## src/rtl/ram_port_arbiter_if.sv

```systemverilog
// Requester-side bus of the RAM port arbiter.
// Carries N_REQ packed command channels (valid/we/lock/addr/wdata), the
// one-hot grant back to the requesters, and the shared read-return path
// (one-hot rvalid plus a single rdata bus).
//   master : requester side (drives commands, receives gnt/rvalid/rdata)
//   slave  : arbiter side   (receives commands, drives gnt/rvalid/rdata)
interface ram_port_arbiter_if #(
    parameter int N_REQ  = 4,
    parameter int ADDR_W = 9,
    parameter int DATA_W = 8
);
    logic [N_REQ-1:0]        req;
    logic [N_REQ-1:0]        req_we;
    logic [N_REQ-1:0]        req_lock;
    logic [N_REQ*ADDR_W-1:0] req_addr;
    logic [N_REQ*DATA_W-1:0] req_wdata;
    logic [N_REQ-1:0]        gnt;
    logic [N_REQ-1:0]        rvalid;
    logic [DATA_W-1:0]       rdata;

    modport master (
        output req, req_we, req_lock, req_addr, req_wdata,
        input  gnt, rvalid, rdata
    );

    modport slave (
        input  req, req_we, req_lock, req_addr, req_wdata,
        output gnt, rvalid, rdata
    );
endinterface

```

## src/rtl/ram_port_arbiter.sv

```systemverilog
// Round-robin arbiter sharing one port of a 512x8 true-dual-port RAM among
// N_REQ requesters. One beat per cycle is accepted (req & gnt at posedge),
// turned into a registered one-cycle wren/rden pulse with address/data, and
// read data is returned two cycles after acceptance with a one-hot rvalid.
// A requester may hold the port with req_lock for up to MAX_BURST beats.
// Ports:
//   clk, rst_n    clock, asynchronous active-low reset
//   req_bus       requester command/grant/read-return bus (slave side)
//   ram_wren/rden registered RAM command strobes
//   ram_address   registered RAM address (holds when no command)
//   ram_data      registered RAM write data (holds when no command)
//   ram_q         RAM read data, passed straight through to rdata
//   busy          locked, or a command / read return still in the pipe
module ram_port_arbiter #(
    parameter int N_REQ     = 4,
    parameter int ADDR_W    = 9,
    parameter int DATA_W    = 8,
    parameter int MAX_BURST = 8
) (
    input  logic                clk,
    input  logic                rst_n,
    ram_port_arbiter_if.slave   req_bus,
    output logic                ram_wren,
    output logic                ram_rden,
    output logic [ADDR_W-1:0]   ram_address,
    output logic [DATA_W-1:0]   ram_data,
    input  logic [DATA_W-1:0]   ram_q,
    output logic                busy
);
    localparam int IDX_W = (N_REQ > 1) ? $clog2(N_REQ) : 1;
    localparam int CNT_W = 8;

    typedef enum logic [0:0] {
        ST_IDLE   = 1'b0,
        ST_LOCKED = 1'b1
    } state_t;

    state_t             state_r, state_nx_s;
    logic [IDX_W-1:0]   rr_ptr_r, rr_ptr_nx_s;
    logic [IDX_W-1:0]   owner_r, owner_nx_s;
    logic [CNT_W-1:0]   beat_cnt_r, beat_cnt_nx_s;
    logic [IDX_W-1:0]   sel_idx_s;
    logic               sel_hit_s;
    logic [N_REQ-1:0]   gnt_s;
    logic               ram_wren_r, ram_rden_r;
    logic [ADDR_W-1:0]  ram_address_r;
    logic [DATA_W-1:0]  ram_data_r;
    logic [IDX_W-1:0]   rd_tag_r;
    logic [N_REQ-1:0]   rvalid_r;

    // (base + off) mod N_REQ without a divider; both operands are < N_REQ
    function automatic int wrap_idx(input int base_i, input int off_i);
        int sum_v;
        sum_v = base_i + off_i;
        if (sum_v >= N_REQ) begin
            sum_v = sum_v - N_REQ;
        end else begin
            sum_v = sum_v;
        end
        return sum_v;
    endfunction

    function automatic logic [IDX_W-1:0] next_idx(input logic [IDX_W-1:0] idx_i);
        if (int'(idx_i) == N_REQ - 1) begin
            return '0;
        end else begin
            return idx_i + IDX_W'(1);
        end
    endfunction

    function automatic logic [N_REQ-1:0] one_hot(input logic [IDX_W-1:0] idx_i);
        logic [N_REQ-1:0] vec_v;
        vec_v = '0;
        vec_v[idx_i] = 1'b1;
        return vec_v;
    endfunction

    // Grant selection: rotating search from rr_ptr when idle, owner only when locked.
    // The search runs from the far end back to rr_ptr so the closest requester wins.
    always_comb begin
        sel_idx_s = '0;
        sel_hit_s = 1'b0;
        gnt_s     = '0;
        case (state_r)
            ST_IDLE: begin
                for (int k = N_REQ - 1; k >= 0; k--) begin
                    sel_idx_s = req_bus.req[wrap_idx(int'(rr_ptr_r), k)]
                              ? IDX_W'(wrap_idx(int'(rr_ptr_r), k)) : sel_idx_s;
                    sel_hit_s = sel_hit_s | req_bus.req[wrap_idx(int'(rr_ptr_r), k)];
                end
            end
            ST_LOCKED: begin
                sel_idx_s = owner_r;
                sel_hit_s = req_bus.req[owner_r];
            end
            default: begin
                sel_idx_s = '0;
                sel_hit_s = 1'b0;
            end
        endcase
        if (sel_hit_s) begin
            gnt_s[sel_idx_s] = 1'b1;
        end else begin
            gnt_s = '0;
        end
    end

    // Next-state for ownership, round-robin pointer and burst counter.
    always_comb begin
        state_nx_s    = state_r;
        rr_ptr_nx_s   = rr_ptr_r;
        owner_nx_s    = owner_r;
        beat_cnt_nx_s = beat_cnt_r;
        case (state_r)
            ST_IDLE: begin
                if (sel_hit_s) begin
                    rr_ptr_nx_s = next_idx(sel_idx_s);
                    // A one-beat burst limit means a locking beat is already the last one
                    if (req_bus.req_lock[sel_idx_s] && (MAX_BURST > 1)) begin
                        state_nx_s    = ST_LOCKED;
                        owner_nx_s    = sel_idx_s;
                        beat_cnt_nx_s = CNT_W'(1);
                    end else begin
                        state_nx_s    = ST_IDLE;
                    end
                end else begin
                    state_nx_s = ST_IDLE;
                end
            end
            ST_LOCKED: begin
                if (sel_hit_s) begin
                    // This beat is performed even when it is the one that hits the limit
                    if (!req_bus.req_lock[owner_r] ||
                        (beat_cnt_r >= CNT_W'(MAX_BURST - 1))) begin
                        state_nx_s    = ST_IDLE;
                        rr_ptr_nx_s   = next_idx(owner_r);
                        beat_cnt_nx_s = '0;
                    end else begin
                        beat_cnt_nx_s = beat_cnt_r + CNT_W'(1);
                    end
                end else begin
                    state_nx_s = ST_LOCKED;
                end
            end
            default: begin
                state_nx_s    = ST_IDLE;
                beat_cnt_nx_s = '0;
            end
        endcase
    end

    // Arbitration state registers.
    always_ff @(posedge clk or negedge rst_n) begin
        if (!rst_n) begin
            state_r    <= ST_IDLE;
            rr_ptr_r   <= '0;
            owner_r    <= '0;
            beat_cnt_r <= '0;
        end else begin
            state_r    <= state_nx_s;
            rr_ptr_r   <= rr_ptr_nx_s;
            owner_r    <= owner_nx_s;
            beat_cnt_r <= beat_cnt_nx_s;
        end
    end

    // RAM command stage and two-stage read tag: the tag rides with rden in t+1
    // and becomes the rvalid pulse in t+2, when ram_q carries the read data.
    always_ff @(posedge clk or negedge rst_n) begin
        if (!rst_n) begin
            ram_wren_r    <= 1'b0;
            ram_rden_r    <= 1'b0;
            ram_address_r <= '0;
            ram_data_r    <= '0;
            rd_tag_r      <= '0;
            rvalid_r      <= '0;
        end else begin
            ram_wren_r <= sel_hit_s &  req_bus.req_we[sel_idx_s];
            ram_rden_r <= sel_hit_s & ~req_bus.req_we[sel_idx_s];
            if (sel_hit_s) begin
                ram_address_r <= req_bus.req_addr[int'(sel_idx_s)*ADDR_W +: ADDR_W];
                ram_data_r    <= req_bus.req_wdata[int'(sel_idx_s)*DATA_W +: DATA_W];
                rd_tag_r      <= sel_idx_s;
            end else begin
                ram_address_r <= ram_address_r;
                ram_data_r    <= ram_data_r;
                rd_tag_r      <= rd_tag_r;
            end
            rvalid_r <= ram_rden_r ? one_hot(rd_tag_r) : '0;
        end
    end

    assign req_bus.gnt    = gnt_s;
    assign req_bus.rvalid = rvalid_r;
    assign req_bus.rdata  = ram_q;
    assign ram_wren       = ram_wren_r;
    assign ram_rden       = ram_rden_r;
    assign ram_address    = ram_address_r;
    assign ram_data       = ram_data_r;
    assign busy           = (state_r == ST_LOCKED) | ram_wren_r | ram_rden_r | (|rvalid_r);
endmodule

```

## src/flat_wrapper.sv

```systemverilog
// flat-port wrapper written by rule: the top's interface ports become plain ports
module ram_port_arbiter_flat 
#(
    parameter int N_REQ     = 4,
    parameter int ADDR_W    = 9,
    parameter int DATA_W    = 8,
    parameter int MAX_BURST = 8
)
  (clk, rst_n, ram_wren, ram_rden, ram_address, ram_data, ram_q, busy, req_bus_req, req_bus_req_we, req_bus_req_lock, req_bus_req_addr, req_bus_req_wdata, req_bus_gnt, req_bus_rvalid, req_bus_rdata);
  ram_port_arbiter_if #(.N_REQ(N_REQ), .ADDR_W(ADDR_W), .DATA_W(DATA_W)) req_bus_i ();
  input  logic clk;
  input  logic rst_n;
  output logic ram_wren;
  output logic ram_rden;
  output logic [ADDR_W-1:0] ram_address;
  output logic [DATA_W-1:0] ram_data;
  input  logic [DATA_W-1:0] ram_q;
  output logic busy;
  input wire logic [$bits(req_bus_i.req)-1:0] req_bus_req;
  input wire logic [$bits(req_bus_i.req_we)-1:0] req_bus_req_we;
  input wire logic [$bits(req_bus_i.req_lock)-1:0] req_bus_req_lock;
  input wire logic [$bits(req_bus_i.req_addr)-1:0] req_bus_req_addr;
  input wire logic [$bits(req_bus_i.req_wdata)-1:0] req_bus_req_wdata;
  output wire logic [$bits(req_bus_i.gnt)-1:0] req_bus_gnt;
  output wire logic [$bits(req_bus_i.rvalid)-1:0] req_bus_rvalid;
  output wire logic [$bits(req_bus_i.rdata)-1:0] req_bus_rdata;
  assign req_bus_i.req = req_bus_req;
  assign req_bus_i.req_we = req_bus_req_we;
  assign req_bus_i.req_lock = req_bus_req_lock;
  assign req_bus_i.req_addr = req_bus_req_addr;
  assign req_bus_i.req_wdata = req_bus_req_wdata;
  assign req_bus_gnt = req_bus_i.gnt;
  assign req_bus_rvalid = req_bus_i.rvalid;
  assign req_bus_rdata = req_bus_i.rdata;
  ram_port_arbiter #(.N_REQ(N_REQ), .ADDR_W(ADDR_W), .DATA_W(DATA_W), .MAX_BURST(MAX_BURST)) u_core (.clk(clk), .rst_n(rst_n), .req_bus(req_bus_i), .ram_wren(ram_wren), .ram_rden(ram_rden), .ram_address(ram_address), .ram_data(ram_data), .ram_q(ram_q), .busy(busy));
endmodule
```

## config.mk

```make
export PLATFORM = sky130hd
export DESIGN_NAME = ram_port_arbiter_flat
export DESIGN_NICKNAME = d
export VERILOG_FILES = /design/src/rtl/ram_port_arbiter_if.sv /design/src/rtl/ram_port_arbiter.sv /design/src/flat_wrapper.sv
export SDC_FILE = /design/constraint.sdc
export NUM_CORES = 1
export LEC_CHECK = 0
export CORE_MARGIN = 8
export CORE_UTILIZATION = 41
export CTS_CLUSTER_DIAMETER = 50
export CTS_CLUSTER_SIZE = 12
export DETAILED_ROUTE_END_ITERATION = 7
export PLACE_DENSITY_LB_ADDON = 0.15
export RECOVER_POWER = 50
export SETUP_SLACK_MARGIN = 0.02
export SLEW_MARGIN = 5
export SYNTH_ARGS = -nofsm -noshare
export SYNTH_HDL_FRONTEND = slang
export SYNTH_SLANG_ARGS = --single-unit
```

## constraint.sdc

```tcl
create_clock -name clk -period 2.7 [get_ports clk]
set_input_delay 0.54 -clock clk [delete_from_list [all_inputs] [get_ports clk]]
set_output_delay 0.54 -clock clk [all_outputs]
set_load 0.05 [all_outputs]
```

==> results of run 1 <==
-- state kept, by name, indices dropped and copies added, names as in the netlist --
name / count
u_core.owner_r: 2
u_core.req_bus.rvalid: 4
u_core.ram_wren: 1
u_core.rr_ptr_r: 2
u_core.beat_cnt_r: 8
u_core.ram_data: 8
u_core.state_r: 1
u_core.ram_address: 9
u_core.ram_rden: 1
u_core.rd_tag_r: 2
-- through the flow --
step,setup TNS (ns),hold slack [ns],instances,utilization (%)
global placement,-4.24,0.468,410,63.0
CTS,0,0.396,420,65.7
finish,0,0.492,420,66.0
global route,0,0.525,420,66.0
detailed placement,-5.26,0.475,410,63.0
floorplan,0,0.244,226,-
-- what timing repair did --
item,4_1_cts,5_1_grt
gates cloned,0,0
buffers inserted,2,0
pin swaps,1,3
gates resized for setup,7,11
hold endpoints to repair,0,0
setup endpoints to repair,4,4
-- area by class of cell --
cell class | instances | area [sq um]
tap | 75 | 93.8
clock buffer | 6 | 82.6
inverter | 3 | 16.3
multi-input combinational | 165 | 1410
sequential | 38 | 951
timing repair buffer | 131 | 1290
fill | 473 | 2010
clock inverter | 2 | 60.1
-- logic make-up after synthesis --
group	Yosys count	synth area share, %
simple gates	58	13.3
compound gates	57	18.9
mux	44	19.8
flops	38	37.8
buf+inv	23	7.31
fa+ha+maj	5	2.49
xor+xnor	1	0.348
-- path summary, 6_finish.rpt --
kind / from / end / slack (ns) / cells past startpoint
setup reg to reg: u_core.rr_ptr_r[1] / u_core.beat_cnt_r[7] / 0.33 / 7
min in group asynchronous: rst_n / u_core.ram_data[7] / 0.87 / 1
hold / removal: u_core.beat_cnt_r[3] / u_core.beat_cnt_r[3] / 0.49 / 1
max in group asynchronous: rst_n / u_core.ram_wren / 0.62 / 1
setup / recovery: req_bus_req[2] / req_bus_gnt[1] / 0.06 / 6
hold reg to reg: u_core.beat_cnt_r[3] / u_core.beat_cnt_r[3] / 0.49 / 1
-- per-layer routing --
layer,up-vias,global-route usage [%],part of all wire [%]
met5,-,0,0
met4,0,5.15,1.0
met3,4,6.87,8.6
met2,68,27.1,51
met1,1063,18.2,40
li1,1063,-,-
-- power groups by stage --
| stage | combinational (mW) | sequential (mW) | clock (mW) |
|---|---|---|---|
| 2_1_floorplan | 2.09 | 1.53 | 0 |
| 3_3_place_gp | 3.60 | 1.02 | 0 |
| 3_5_place_dp | 3.65 | 1.03 | 0 |
| 4_1_cts | 3.72 | 1.02 | 0.612 |
| 5_1_grt | 3.96 | 1.05 | 0.634 |
| 6_report | 3.69 | 1.02 | 0.601 |
-- Yosys cell counts, drive strengths merged (2+ instances only) --
cell / number
ha: 5
a21oi: 21
nor2b: 3
nand2b: 3
buf: 19
nor2: 11
a21o: 3
o2bb2ai: 5
nor3: 3
mux2i: 25
o22ai: 16
mux4: 3
a31oi: 4
and2: 11
dfrtp: 38
mux2: 16
nand3: 3
o21ai: 3
inv: 3
and3: 2
nand2: 13
==> results.md, run 1 <==
- Outcome: finished with violations
- Failing checks: max-capacitance violations, max-slew violations
- Max-cap check violation count: 1
- Routed wire length: between 7000 and 8000 um
- Area share of the leading cell type in the synthesized netlist: ~38%
- Antenna Diode Count: 0
- IR drop worst, VDD: around 1200 uV
- Slowest CP cell: mux4_2
- Final setup violation count: 0
- Die area: a little under 9000 sq um
- Top Ports: ~130
- Worst-case headroom to the max-slew limit: -41.7%
- Starting DRC count in detailed routing: 85
- WS Path Type: input port to output port
- Clock sink total: 38
- TritonCTS clock tree: done
- Data required time of the critical path: approximately 2.2 ns
- Pin count of the biggest net entering global routing: 39
- Total Routing Usage GR: between 15 and 20%
- Yosys warning total: 0
- Std-Cell Rows: 28
- RSZ-0062 raised after global routing: true
- Synthesized net count: 321
- Main synth FF type: dfrtp_1
- Hold Vio Cnt, Final: 0
- Via count normalized by instance count: around 5.2
- Via count of the first global-routing pass: about 2,400
- Class of the worst hold path: flip-flop to flip-flop
- Post-synthesis sequential element count: 38
- List of cells traversed by the critical path: dlygate4sd2_1, mux4_2, and2_4, or2_4, and2_1, buf_12
- Number of antenna violations at the first check in global routing: 0
- Routability-driven placement congestion ratio: 0.814
- Crit-path max FO: 7
- Starting utilization of the core area: 42.5%
- Worst-Skew Late Latency: 0.28 ns
- Fraction of power consumed by combinational cells: 69.5%
- Share of post-route cells with drive strength above 1: between 20% and 30%
- Net load switching power: 2.45 mW
- Layout-stage area growth over the synthesis result: 55.3%
- Number of buffers added by the clock tree synthesis step: 5
- Total congestion overflow: 0
- Relative contribution of the clock network to total power: 11.3%
- CTS root buffer: clkbuf_8
- IO Port Bufs: between 100 and 150
- Sequential share of the synthesized area: between 30% and 40%
- Total via count in the routed design: between 2,000 and 2,500
- Final worst slack: 0.0564 ns
- F_max: roughly 0.38 GHz
- Clock Path Buffers: 2
- Delay contributed by the slowest stage of the critical path: ~0.51 ns
- Combined buffer and inverter count along the critical path: 2
- Die width: 94.3 um
- Overall power after layout: about 5.3 mW
- Async S/R FF share, synth: 100%
- Commonest non-fill, non-tap cells in the layout: 97 x clkdlybuf4s50_1, 38 x dfrtp_1, 25 x mux2i_1
- Flop pwr share: a little under a fifth
- DP Wirelength: between 5000 and 6000 um
- CTS H-Tree Depth: 2
- Cells after Synth: roughly 230
- Cell variety after synth: 47
- Iteration count of the initial detailed-routing pass: 4
- Cell types occupying the most area after synthesis: dfrtp_1 38%, mux2i_1 10%, mux2_2 7.2%
- Netlist area before placement: roughly 2500 sq um
- Worst-path clk slew: roughly 0.080 ns
- Final non-filler cell area: about 3900 sq um
- Most common cell after layout, fill and taps aside: clkdlybuf4s50_1
- Total Nets Final: approximately 440
- Lkg Pwr: 1.66 nW
- Total core area: approximately 5900 sq um
- Fraction of the cycle the final worst path needs: a little over nine tenths
- Critical path capture point type: output port
- Worst clock skew on the final layout: approximately 0.004 ns
- Wire length of the first global-routing pass: ~11,000 um
- Internal power: between 2 and 3 mW
- Number of enable flip-flop cells after synthesis: 0
- Instance area after placement: between 3000 and 4000 sq um
- Final max-slew violation count: 39
- Switching Fraction: 46.2%
- Count of unresolved DRC violations after routing: 0
- WP data arrival: approximately 2.1 ns
- Cell type contributing the most total cell area after synthesis: dfrtp_1
- Post-detailed-route wirelength per cell: approximately 17 um
- CP delay by family, top: simple AND/OR/NAND/NOR gates
- Worst slew pin tran: about 2.1 ns
- Antenna Nets Post-Route: 0
- Pre-CTS worst setup slack: -0.271 ns
- Die height: 94.3 um
- Hold buffer count at cts: 0
- Power per Cell Area: between 1000 and 1500 nW/um^2
- CP startpoint kind: input port
- Mean instance size in the synthesized netlist: approximately 11 sq um
- Fin crit period: between 2 and 3 ns
Note: power is estimated with default switching activity, not from simulation.
==> run 2, diff against run 1 <==
--- a/config.mk
+++ b/config.mk
@@ -10,7 +10,7 @@
 export CTS_CLUSTER_DIAMETER = 50
 export CTS_CLUSTER_SIZE = 12
 export DETAILED_ROUTE_END_ITERATION = 7
-export PLACE_DENSITY_LB_ADDON = 0.15
+export PLACE_DENSITY_LB_ADDON = 0.2
 export RECOVER_POWER = 50
 export SETUP_SLACK_MARGIN = 0.02
 export SLEW_MARGIN = 5
==> results.md, run 2 (synthesis gave the netlist of run 1 again) <==
- Outcome: finished with violations
- Failing checks: max-capacitance violations, max-slew violations
- Pin count of the biggest net entering global routing: 39
- Final setup violation count: 0
- Starting DRC count in detailed routing: 63
- Post-detailed-route wirelength per cell: 17.1 um
- Area of the multi-input gates: around 1400 sq um
- Number of antenna violations at the first check in global routing: 0
- Fraction of the cycle the final worst path needs: a little over nine tenths
- Fin crit period: roughly 2.6 ns
- Starting utilization of the core area: a little over two fifths
- Hold buffer count at cts: 0
- Overall power after layout: about 5.3 mW
- Final max-slew violation count: 39
- Antenna Diode Count: 0
- TritonCTS clock tree: done
- Top Ports: roughly 130
- Via count of the first global-routing pass: roughly 2,400
- Count of unresolved DRC violations after routing: 0
- CTS H-Tree Depth: 2
- Count of fill cells added during filler insertion: slightly below 500
- Clock Path Buffers: 2
- Crit-path max FO: 5
- Die area: approximately 8900 sq um
- Antenna Nets Post-Route: 0
- Met2 demand-to-capacity share in global routing: 28.6%
- Die height: ~94 um
- Instance area after placement: 3710 sq um
- Critical path capture point type: output port
- Most common cell after layout, fill and taps aside: clkdlybuf4s50_1
- Hold Vio Cnt, Final: 0
- IR drop worst, VDD: slightly below 800 uV
- Worst-path clk slew: around 0.070 ns
- Lkg Pwr: roughly 1.7 nW
- Met3 global-route usage: 5.12%
- Total Routing Usage GR: 16.0%
- Layout-stage area growth over the synthesis result: 55.0%
- Total congestion overflow: 0
- Data required time of the critical path: 2.16 ns
- Die width: ~94 um
- WP data arrival: 2.08 ns
- Worst-Skew Late Latency: between 0.2 and 0.3 ns
- Final non-filler cell area: between 3000 and 4000 sq um
- DP Wirelength: 5550 um
- Worst slew pin tran: 2.08 ns
- Commonest non-fill, non-tap cells in the layout: 95 x clkdlybuf4s50_1, 34 x dfrtp_1, 25 x mux2i_1
- Class of the worst hold path: flip-flop to flip-flop
- Number of buffers added by the clock tree synthesis step: 5
- Storage element area: around 960 sq um
- Iteration count of the initial detailed-routing pass: 4
- M1 GR Usage: roughly 18%
- Total core area: a little under 6000 sq um
- Flip-flop count of the largest register after layout: 9
- Power per Cell Area: approximately 1400 nW/um^2
- RSZ-0062 raised after global routing: false
- Clock sink total: 38
- Via count normalized by instance count: 5.31
- Share of post-route cells with drive strength above 1: 26.6%
- Worst clock skew on the final layout: approximately 0.0083 ns
- WS Path Type: input port to output port
- Total Nets Final: around 440
- Std-Cell Rows: 28
- Routability-driven placement congestion ratio: 0.833
- Wire length of the first global-routing pass: 11,200 um
- Max-cap check violation count: 1
- Worst-case headroom to the max-slew limit: -39.0%
- IO Port Bufs: between 100 and 150
- Routed wire length: slightly above 7000 um
- Global-route layer with the greatest usage: met2
- Total via count in the routed design: 2,216
- CP startpoint kind: input port
- F_max: approximately 0.38 GHz
- CTS root buffer: clkbuf_8
==> run 2: layout make-up <==
type / count / share of cell area [%]
Sequential cell: 38 / 24.5
Tap cell: 75 / 2.41
Timing Repair Buffer: 128 / 32.7
Clock buffer: 6 / 2.12
Inverter: 3 / 0.417
Multi-Input combinational cell: 165 / 36.3
Clock inverter: 2 / 1.54
==> run 2: final timing paths <==
| kind | startpoint | to | slack [ns] | depth (start not counted) |
|---|---|---|---|---|
| max | req_bus_req[1] | req_bus_gnt[2] | 0.08 | 6 |
| min | u_core.beat_cnt_r[4] | u_core.beat_cnt_r[4] | 0.49 | 1 |
| max reg2reg | u_core.rr_ptr_r[0] | u_core.beat_cnt_r[1] | 0.32 | 7 |
| min reg2reg | u_core.beat_cnt_r[4] | u_core.beat_cnt_r[4] | 0.49 | 1 |
| max in group asynchronous | rst_n | u_core.rr_ptr_r[1] | 0.50 | 1 |
| min in group asynchronous | rst_n | u_core.ram_address[5] | 0.85 | 1 |
==> run 2: where the power goes <==
group          leakage [nW]  total, mW  internal, mW  switching, mW
Combinational          1.13       3.69          1.64           2.04
Clock                0.0714      0.594         0.394          0.200
Sequential            0.454       1.03         0.824          0.210
Total                  1.65       5.32          2.86           2.45
==> run 2: what timing repair did <==
item,4_1_cts,5_1_grt
setup endpoints to repair,4,5
resized for setup,11,13
buffers inserted,2,0
pin swaps,2,3
==> run 2: routing by layer <==
| metal | wire length [um] | up-vias | part of all wire, % |
|---|---|---|---|
| met5 | 0 | - | 0 |
| met4 | 69 | 0 | 0.97 |
| met3 | 608 | 6 | 8.5 |
| met2 | 3850 | 78 | 54 |
| met1 | 2600 | 1069 | 36 |
| li1 | - | 1063 | - |
==> run 2: per-stage QoR <==
stage | instances | utilization, % | hold slack [ns] | worst slack, ns | setup TNS [ns]
after floorplan | 226 | - | 0.244 | 0.0432 | 0
after global placement | 407 | 62.6 | 0.469 | -0.226 | -3.34
after detailed placement | 407 | 62.6 | 0.475 | -0.274 | -4.92
after CTS | 417 | 65.4 | 0.386 | 0.0192 | 0
after global routing | 417 | 65.8 | 0.506 | 0.0224 | 0
final | 417 | 65.8 | 0.487 | 0.0757 | 0
==> run 2: worst max-delay path, cell delays in order <==
cell and delay (ns):
clkdlybuf4s15_1 0.24, mux4_2 0.53, and2_4 0.18, or2_4 0.24, and2_1 0.19, buf_12 0.15
==> run 3, diff against run 2 <==
--- a/config.mk
+++ b/config.mk
@@ -11,7 +11,7 @@
 export CTS_CLUSTER_SIZE = 12
 export DETAILED_ROUTE_END_ITERATION = 7
 export PLACE_DENSITY_LB_ADDON = 0.2
-export RECOVER_POWER = 50
+export RECOVER_POWER = 25
 export SETUP_SLACK_MARGIN = 0.02
 export SLEW_MARGIN = 5
 export SYNTH_ARGS = -nofsm -noshare
==> results.md, run 3 (synthesis gave the netlist of run 1 again) <==
- Hold buffer count at cts: 0
- CTS root buffer: clkbuf_8
- Routability-driven placement congestion ratio: between 0.8 and 0.9
- CTS H-Tree Depth: 2
- Most common cell after layout, fill and taps aside: clkdlybuf4s50_1
- Slowest CP cell: mux4_2
- Worst clock skew on the final layout: around 0.0083 ns
- WS Path Type: input port to output port
- Count of fill cells added during filler insertion: approximately 480
- Die area: a little under 9000 sq um
- Fraction of the cycle the final worst path needs: between 90% and 100%
- Share of post-route cells with drive strength above 1: roughly a quarter
- Outcome: finished with violations
- IO Port Bufs: ~110
- List of cells traversed by the critical path: clkdlybuf4s15_1, mux4_2, and2_4, or2_4, and2_1, buf_12
- Storage element area: between 900 and 1000 sq um
- Routed wire length: about 7000 um
- Crit-path max FO: 5
- Final setup violation count: 0
- Number of antenna violations at the first check in global routing: 0
- Overall power after layout: between 5 and 6 mW
- Final max-slew violation count: 39
- Flip-flop count of the largest register after layout: 9
- Clock Path Buffers: 2
- Commonest non-fill, non-tap cells in the layout: 100 x clkdlybuf4s50_1, 34 x dfrtp_1, 25 x mux2i_1
- Via count of the first global-routing pass: around 2,400
- Count of unresolved DRC violations after routing: 0
- Antenna Diode Count: 0
- RSZ-0062 raised after global routing: false
- Post-detailed-route wirelength per cell: 17.1 um
- Pre-CTS worst setup slack: -0.274 ns
- IR drop worst, VDD: 779 uV
- Top Ports: around 130
- Total congestion overflow: 0
- Data required time of the critical path: 2.16 ns
- Die width: 94.3 um
- Antenna Nets Post-Route: 0
- Total Routing Usage GR: between 10% and 20%
- CP startpoint kind: input port
- Lkg Pwr: 1.64 nW
- Worst slew pin tran: 2.08 ns
- Via count normalized by instance count: roughly 5.3
- Layout-stage area growth over the synthesis result: 55.0%
- WP data arrival: 2.08 ns
- Total core area: approximately 5900 sq um
- Fin crit period: about 2.6 ns
- Std-Cell Rows: 28
- Number of buffers added by the clock tree synthesis step: 5
- Starting utilization of the core area: a little over two fifths
- Worst-Skew Late Latency: 0.29 ns
- Max-cap check violation count: 1
- Total via count in the routed design: between 2,000 and 2,500
- Worst-path clk slew: ~0.07 ns
- Wire length of the first global-routing pass: 11,200 um
- Iteration count of the initial detailed-routing pass: 4
- DP Wirelength: 5550 um
- Critical path capture point type: output port
- TritonCTS clock tree: done
- Worst-case headroom to the max-slew limit: -39.0%
- Final worst slack: ~0.076 ns
- Power per Cell Area: around 1400 nW/um^2
- Area of the multi-input gates: ~1400 sq um
- Pin count of the biggest net entering global routing: 39
- Class of the worst hold path: flip-flop to flip-flop
- Die height: 94.3 um
- Delay contributed by the slowest stage of the critical path: around 0.53 ns
- Total Nets Final: ~440
- Clock sink total: 38
- Starting DRC count in detailed routing: 63
- F_max: around 0.38 GHz
- Hold Vio Cnt, Final: 0
- Failing checks: max-capacitance violations, max-slew violations
## run 3: cell types whose count changed in the layout (fill, tap and decap cells not counted)
cell             previous run  this run
dlygate4sd3_1               5         0
clkdlybuf4s50_1            95       100
## run 3: metrics by stage
stage / TNS, ns / instance area [sq um] / utilization [%] / std cells / hold WS (ns)
after floorplan: 0 / 2510 / - / 226 / 0.244
after global placement: -3.34 / 3710 / 62.6 / 407 / 0.469
after detailed placement: -4.92 / 3710 / 62.6 / 407 / 0.475
after CTS: 0 / 3870 / 65.4 / 417 / 0.386
after global routing: 0 / 3900 / 65.8 / 417 / 0.506
final: 0 / 3900 / 65.8 / 417 / 0.487
## run 3: area by class of cell
type,count,share of cell area (%)
multi-input cells,165,36.3
well taps,75,2.41
repair buffers,128,32.7
flip-flops and latches,38,24.5
clock buffers,6,2.12
clock inverters,2,1.54
inverters,3,0.417
## run 3: repair_timing
item                                    4_1_cts  5_1_grt
endpoints found under the setup margin        4        5
pin swaps                                     2        3
gates resized for setup                      11       13
setup buffers                                 2        0
## run 3: path summary, 6_finish.rpt
path	start	endpoint	slack, ns	cells past startpoint
worst max register to register	u_core.rr_ptr_r[0]	u_core.beat_cnt_r[1]	0.32	7
min in group asynchronous	rst_n	u_core.ram_address[5]	0.85	1
worst min register to register	u_core.beat_cnt_r[4]	u_core.beat_cnt_r[4]	0.49	1
worst max-delay path	req_bus_req[1]	req_bus_gnt[2]	0.08	6
max in group asynchronous	rst_n	u_core.rr_ptr_r[1]	0.50	1
worst min-delay path	u_core.beat_cnt_r[4]	u_core.beat_cnt_r[4]	0.49	1
## run 3: worst max-delay path: cells and delay by family
kind	cells	cell delay, ns
simple gates	3	0.61
mux	1	0.53
buf+inv	2	0.39
## run 3: routing by layer
layer / part of all wire, % / wire, um / vias up / track usage, %
met3: 8.5 / 608 / 6 / 5.12
met1: 36 / 2600 / 1069 / 17.6
li1: - / - / 1062 / -
met5: 0 / 0 / - / 0
met4: 0.97 / 69 / 0 / 4.23
met2: 54 / 3850 / 78 / 28.6
## run 3: power by group
group          switching (mW)  internal [mW]  leakage, nW
Sequential              0.211          0.825        0.454
Clock                   0.200          0.394       0.0714
Combinational            2.04           1.65         1.12
